File: config.mk
export PLATFORM = sky130hd
export DESIGN_NAME = tlk2711_tx_pattern_gen
export DESIGN_NICKNAME = d
export VERILOG_FILES = /design/src/rtl/tlk2711_tx_pattern_gen_pkg.sv /design/src/rtl/tlk2711_tx_pattern_gen.sv
export SDC_FILE = /design/constraint.sdc
export NUM_CORES = 1
export LEC_CHECK = 0
export ABC_AREA = 1
export ABC_CLOCK_PERIOD_IN_PS = 2100
export BUFFER_PORTS_ARGS = -buffer_cell sky130_fd_sc_hd__buf_2
export CAP_MARGIN = 20
export CORE_ASPECT_RATIO = 1.75
export CORE_MARGIN = 2
export CORE_UTILIZATION = 25
export DETAILED_ROUTE_END_ITERATION = 7
export PLACE_DENSITY = 0.45
export SKIP_CTS_REPAIR_TIMING = 1
export SLEW_MARGIN = 20
export SYNTH_ARGS = -nofsm -noshare
export SYNTH_HDL_FRONTEND = slang
export SYNTH_SLANG_ARGS = --single-unit
File: constraint.sdc
create_clock -name clk -period 2.1 [get_ports clk]
set_input_delay 0.42 -clock clk [delete_from_list [all_inputs] [get_ports clk]]
set_output_delay 0.42 -clock clk [all_outputs]
set_load 0.01 [all_outputs]
File: src/rtl/tlk2711_tx_pattern_gen_pkg.sv
// rtl/tlk2711_tx_pattern_gen_pkg.sv - shared TX pattern constants, FSM states and pattern step
package tlk2711_tx_pattern_gen_pkg;

    localparam logic [2:0]  TX_MODE_BURST     = 3'd3;
    localparam int          TEST_WORDS_DFLT   = 435;
    localparam int          BURST_WORDS_DFLT  = 5376;
    localparam logic [15:0] PATTERN_SEED      = 16'h0001;

    typedef enum logic [2:0] {
        ST_IDLE,
        ST_LOAD,
        ST_RUN,
        ST_GAP,
        ST_DONE
    } state_e;

    // Each byte advances by 2 independently; no carry between bytes.
    function automatic logic [15:0] next_pattern(input logic [15:0] w);
        return {w[15:8] + 8'd2, w[7:0] + 8'd2};
    endfunction

endpackage

File: src/rtl/tlk2711_tx_pattern_gen.sv
// rtl/tlk2711_tx_pattern_gen.sv - incrementing-byte frame source for the TLK2711 TX FIFO
module tlk2711_tx_pattern_gen
    import tlk2711_tx_pattern_gen_pkg::*;
#(
    parameter int TEST_WORDS  = TEST_WORDS_DFLT,
    parameter int BURST_WORDS = BURST_WORDS_DFLT,
    parameter int DW          = 16
) (
    input  logic          clk,
    input  logic          rst,
    input  logic          i_soft_rst,
    input  logic          i_tx_start,
    input  logic [2:0]    i_tx_mode,
    input  logic [15:0]   i_frame_num,
    input  logic [15:0]   i_gap_cycles,
    input  logic          i_ready,
    output logic          o_valid,
    output logic [DW-1:0] o_data,
    output logic          o_sof,
    output logic          o_eof,
    output logic          o_busy,
    output logic          o_done,
    output logic [15:0]   o_frame_cnt
);

    localparam logic [15:0] TEST_LAST  = 16'(TEST_WORDS - 1);
    localparam logic [15:0] BURST_LAST = 16'(BURST_WORDS - 1);

    state_e      state_q;
    logic        start_r_q;
    logic [15:0] last_idx_q;
    logic [15:0] nframes_q;
    logic [15:0] gap_q;
    logic [15:0] word_cnt_q;
    logic [15:0] gap_cnt_q;
    logic [15:0] frame_cnt_q;
    logic        valid_q;
    logic [15:0] data_q;
    logic        sof_q;
    logic        eof_q;
    logic        busy_q;
    logic        done_q;

    logic        tx_start_p;
    logic        xfer;
    logic [15:0] word_cnt_d;
    logic [15:0] frame_cnt_d;

    assign tx_start_p  = i_tx_start & ~start_r_q;
    assign xfer        = valid_q & i_ready;
    assign word_cnt_d  = word_cnt_q + 16'd1;
    assign frame_cnt_d = frame_cnt_q + 16'd1;

    always_ff @(posedge clk) begin
        if (rst || i_soft_rst) begin
            state_q     <= ST_IDLE;
            // Held high start across reset must drop before it can trigger a run.
            start_r_q   <= 1'b1;
            last_idx_q  <= TEST_LAST;
            nframes_q   <= 16'd1;
            gap_q       <= 16'd0;
            word_cnt_q  <= 16'd0;
            gap_cnt_q   <= 16'd0;
            frame_cnt_q <= 16'd0;
            valid_q     <= 1'b0;
            data_q      <= PATTERN_SEED;
            sof_q       <= 1'b0;
            eof_q       <= 1'b0;
            busy_q      <= 1'b0;
            done_q      <= 1'b0;
        end else begin
            start_r_q <= i_tx_start;
            done_q    <= 1'b0;
            case (state_q)
                ST_IDLE: begin
                    if (tx_start_p) begin
                        state_q <= ST_LOAD;
                        busy_q  <= 1'b1;
                    end
                end
                ST_LOAD: begin
                    last_idx_q  <= (i_tx_mode == TX_MODE_BURST) ? BURST_LAST : TEST_LAST;
                    nframes_q   <= (i_frame_num == 16'd0) ? 16'd1 : i_frame_num;
                    gap_q       <= i_gap_cycles;
                    frame_cnt_q <= 16'd0;
                    word_cnt_q  <= 16'd0;
                    data_q      <= PATTERN_SEED;
                    sof_q       <= 1'b1;
                    eof_q       <= 1'b0;
                    valid_q     <= 1'b1;
                    state_q     <= ST_RUN;
                end
                ST_RUN: begin
                    if (xfer) begin
                        if (eof_q) begin
                            frame_cnt_q <= frame_cnt_d;
                            word_cnt_q  <= 16'd0;
                            data_q      <= PATTERN_SEED;
                            eof_q       <= 1'b0;
                            if (frame_cnt_d == nframes_q) begin
                                valid_q <= 1'b0;
                                sof_q   <= 1'b0;
                                done_q  <= 1'b1;
                                state_q <= ST_DONE;
                            end else if (gap_q == 16'd0) begin
                                sof_q   <= 1'b1;
                            end else begin
                                valid_q   <= 1'b0;
                                sof_q     <= 1'b0;
                                gap_cnt_q <= 16'd0;
                                state_q   <= ST_GAP;
                            end
                        end else begin
                            word_cnt_q <= word_cnt_d;
                            data_q     <= next_pattern(data_q);
                            sof_q      <= 1'b0;
                            eof_q      <= (word_cnt_d == last_idx_q);
                        end
                    end
                end
                ST_GAP: begin
                    if (gap_cnt_q == gap_q - 16'd1) begin
                        valid_q <= 1'b1;
                        sof_q   <= 1'b1;
                        state_q <= ST_RUN;
                    end else begin
                        gap_cnt_q <= gap_cnt_q + 16'd1;
                    end
                end
                ST_DONE: begin
                    busy_q  <= 1'b0;
                    state_q <= ST_IDLE;
                end
                default: state_q <= ST_IDLE;
            endcase
        end
    end

    assign o_valid     = valid_q;
    assign o_data      = data_q;
    assign o_sof       = sof_q;
    assign o_eof       = eof_q;
    assign o_busy      = busy_q;
    assign o_done      = done_q;
    assign o_frame_cnt = frame_cnt_q;

endmodule
==> impl_metrics.env <==
export IMPL_min_period_ns=2.132
export IMPL_cp_startpoint="o_frame_cnt[3]"
export IMPL_crit_family="simple AND/OR/NAND/NOR gates"
export IMPL_multiInputGateArea_um2=3918
export IMPL_violations="setup timing"
export IMPL_drc=0
export IMPL_use_met2_pct=31.35
export IMPL_critPathRequiredTime_ns=2.41
export IMPL_vias=6782
export IMPL_max_vdd_ir_drop_mv=0.3945
export IMPL_setup_viol=9
export IMPL_synth_enable_flop_cells=0
export IMPL_nNetsFinal=1218
export IMPL_cts_tree="yes"
export IMPL_synthCells=976
export IMPL_htreeDepth=3
export IMPL_grt_overflow_total=0
export IMPL_ant_nets=0
export IMPL_syn2layout_area_growth_pct=34.71
export IMPL_final_common_cell="nand2_1"
export IMPL_max_stage_delay_ns=0.40
export IMPL_dpl_cell_area_um2=8056
export IMPL_nFillCells=2747
export IMPL_synth_top_area_share_pct=33.31
export IMPL_port_buffers=75
export IMPL_coreArea_um2=25150
export IMPL_min_period_over_period_pct=101.5
export IMPL_rsz0062_at_grt="yes"
export IMPL_grt_first_pass_wirelength_mm=34.24
export IMPL_clk_latency_ns=0.38
export IMPL_end_kind="flip-flop"
export IMPL_cts_root_buf="clkbuf_16"
export IMPL_clock_sinks=106
export IMPL_worstPathMaxFanout=9
export IMPL_cp_num_buf_inv=2
export IMPL_ios=77
export IMPL_dp_hpwl_mm=16.79
export IMPL_cap_violations=0
export IMPL_antenna_found_initial=0
export IMPL_cp_start_kind="flip-flop"
export IMPL_leakage_uw=0.003609
export IMPL_first_iter_violations=313
export IMPL_synth_ff_latch_count=106
export IMPL_wl_per_cell_um=14.34
export IMPL_worstReg2RegEnd="gap_cnt_q[11]"
export IMPL_layout_drive_gt1_share_pct=27.64
export IMPL_grt_pass1_vias=6696
export IMPL_power_uw=4139
export IMPL_holdPathStages=3
export IMPL_grt_busiest_layer="met2"
export IMPL_r2r_start="o_frame_cnt[3]"
export IMPL_start_util_pct=25.33
export IMPL_yosys_cell_types_count=45
export IMPL_fp_dieH_um=215.2
export IMPL_syn_area_um2=6370
export IMPL_final_cell_mix="nand2_1, nor2_1, buf_4"
export IMPL_synth_area_top_cells="dfxtp_1, nand2_1, nor2_1"
export IMPL_gp_congestion=0.8573
export IMPL_power_density_nw_per_um2=482.4
export IMPL_grt_max_degree=65
export IMPL_cp_slowest_cell="dfxtp_2"
export IMPL_worstPathArrival_ns=2.44
export IMPL_grt_total_usage_pct=16.18
export IMPL_worstPathCellList="nand2_2 > nor2_4 > buf_4 > nand3_1 > nand3_1 > nand4_1 > nor2_2 > nand4_4 > nand2_4 > buf_12 > nand2_1 > a21oi_1"
export IMPL_grtUsageMet3_pct=3.037
export IMPL_cts_made_buffers=9
export IMPL_wl_mm=21.39
export IMPL_cp_num_cells=12
export IMPL_layout_setup_ws_ns=-0.03241
export IMPL_crit_path_frequent_cell="nand3_1"
export IMPL_cp_endpoint="gap_cnt_q[11]"
export IMPL_synthArstFlopShare_pct=0
export IMPL_synth_main_ff_cell="dfxtp_1"
export IMPL_r2r_slack_ns=-0.03
export IMPL_synthesis_nets=1022
export IMPL_setup_worst_path_class="flip-flop to flip-flop"
export IMPL_slew_viol_final=0
export IMPL_finalHoldViolations=0
export IMPL_r2r_cells=12
export IMPL_use_met1_pct=16.74
export IMPL_avgSynthCellArea_um2=6.526
export IMPL_clock_skew_ns=0.01531
export IMPL_fin_area_um2=8581
export IMPL_die_area_um2=26820
export IMPL_seq_area_frac_synth_pct=33.31
export IMPL_firstDrtPassIters=5
export IMPL_chipWidth_um=124.7
export IMPL_dp_slack_ns=-0.2446
export IMPL_rows=77
export IMPL_synth_warnings=0
export IMPL_clk_pin_slew_ns=0.08
export IMPL_hold_class="primary input to flip-flop"
export IMPL_fmax_mhz=469.0
export IMPL_status="finished, violations left"
export IMPL_cts_buffer_depth=2
export IMPL_antenna_cells=0
export IMPL_yosysTopAreaCell="dfxtp_1"
export IMPL_ff_latch_area_um2=2128
export IMPL_post_drt_via_cell_ratio=4.546
through the flow:
stage | hold slack [ns] | util (%) | setup TNS, ns | instances
6_report | 0.2348 | 34.12 | -0.1469 | 1492
5_1_grt | 0.2344 | 34.12 | -3.793 | 1492
4_1_cts | 0.2210 | 33.21 | -4.307 | 1486
3_5_place_dp | 0.4247 | 32.04 | -3.811 | 1471
3_3_place_gp | 0.4232 | 32.04 | -3.613 | 1471
2_1_floorplan | 0.4418 | - | 0 | 976
synth_stat cells (2+ instances only):
cell and instances:
a21oi_1 56, buf_1 2, nor2_4 5, nor4_1 10, nand2_2 14, or2_2 4
nor2_1 149, ha_1 6, inv_1 95, nand3b_1 13, xnor2_1 13, nor3_1 14
inv_2 8, xor2_1 31, a21oi_2 10, a211oi_1 14, clkbuf_1 17, a22oi_1 4
nand2_1 229, nand3_2 2, nand4_1 16, buf_4 2, o21ai_0 36, nor2_2 7
dfxtp_1 106, nand2_4 2, a2bb2oi_1 2, buf_2 5, nand3_1 88
report_power, final:
group | leakage, uW | internal [uW] | switching, uW
logic | 0.00261 | 122 | 192
clock network | 0.000142 | 955 | 844
registers | 0.000857 | 2020 | 8.68
logic make-up after synthesis:
logic type	count (synthesis)	synth area share [%]
flip-flops	106	33.31
AO/OA/AOI/OAI	131	12.12
adder cells (fa/ha/maj)	6	1.179
buffers and inverters	130	8.053
XOR/XNOR	44	6.050
AND/OR/NAND/NOR	558	39.23
other	1	0.05887
per-layer routing:
metal / share of wire (%) / up-vias
li1: - / 3560
met1: 39 / 3088
met3: 2.7 / 28
met5: 0 / -
met2: 55 / 106
met4: 3.2 / 0
area by class of cell:
type / instances / share of cell area (%)
multi-input combinational: 740 / 45.65
sequential: 106 / 24.80
timing repair buffer: 212 / 16.97
tap: 316 / 4.608
inverter: 103 / 4.535
clock buffer: 11 / 2.829
clock inverter: 4 / 0.5978
worst register-to-register path, delay by kind of cell (launching register included):
kind | cells | cell delay (ns)
simple gates | 9 | 1.26
buf+inv | 2 | 0.29
flops | 1 | 0.40
compound gates | 1 | 0.12
how the worst min path moves through the flow:
stage | startpoint | end | slack (ns)
detailed placement | o_data[0] | o_data[0] | 0.42
global route | i_tx_start | start_r_q | 0.23
finish | i_tx_start | start_r_q | 0.23
CTS | i_tx_start | start_r_q | 0.22
global placement | o_data[0] | o_data[0] | 0.42
floorplan | last_idx_q[10] | last_idx_q[10] | 0.44
state kept, by name (all words and copies together) (netlist names), 2 cells and up:
name	cells
nframes_q	16
gap_q	16
word_cnt_q	16
state_q	3
last_idx_q	2
o_frame_cnt	16
o_data	15
gap_cnt_q	16
No activity file was read; power rests on OpenSTA's default activity.
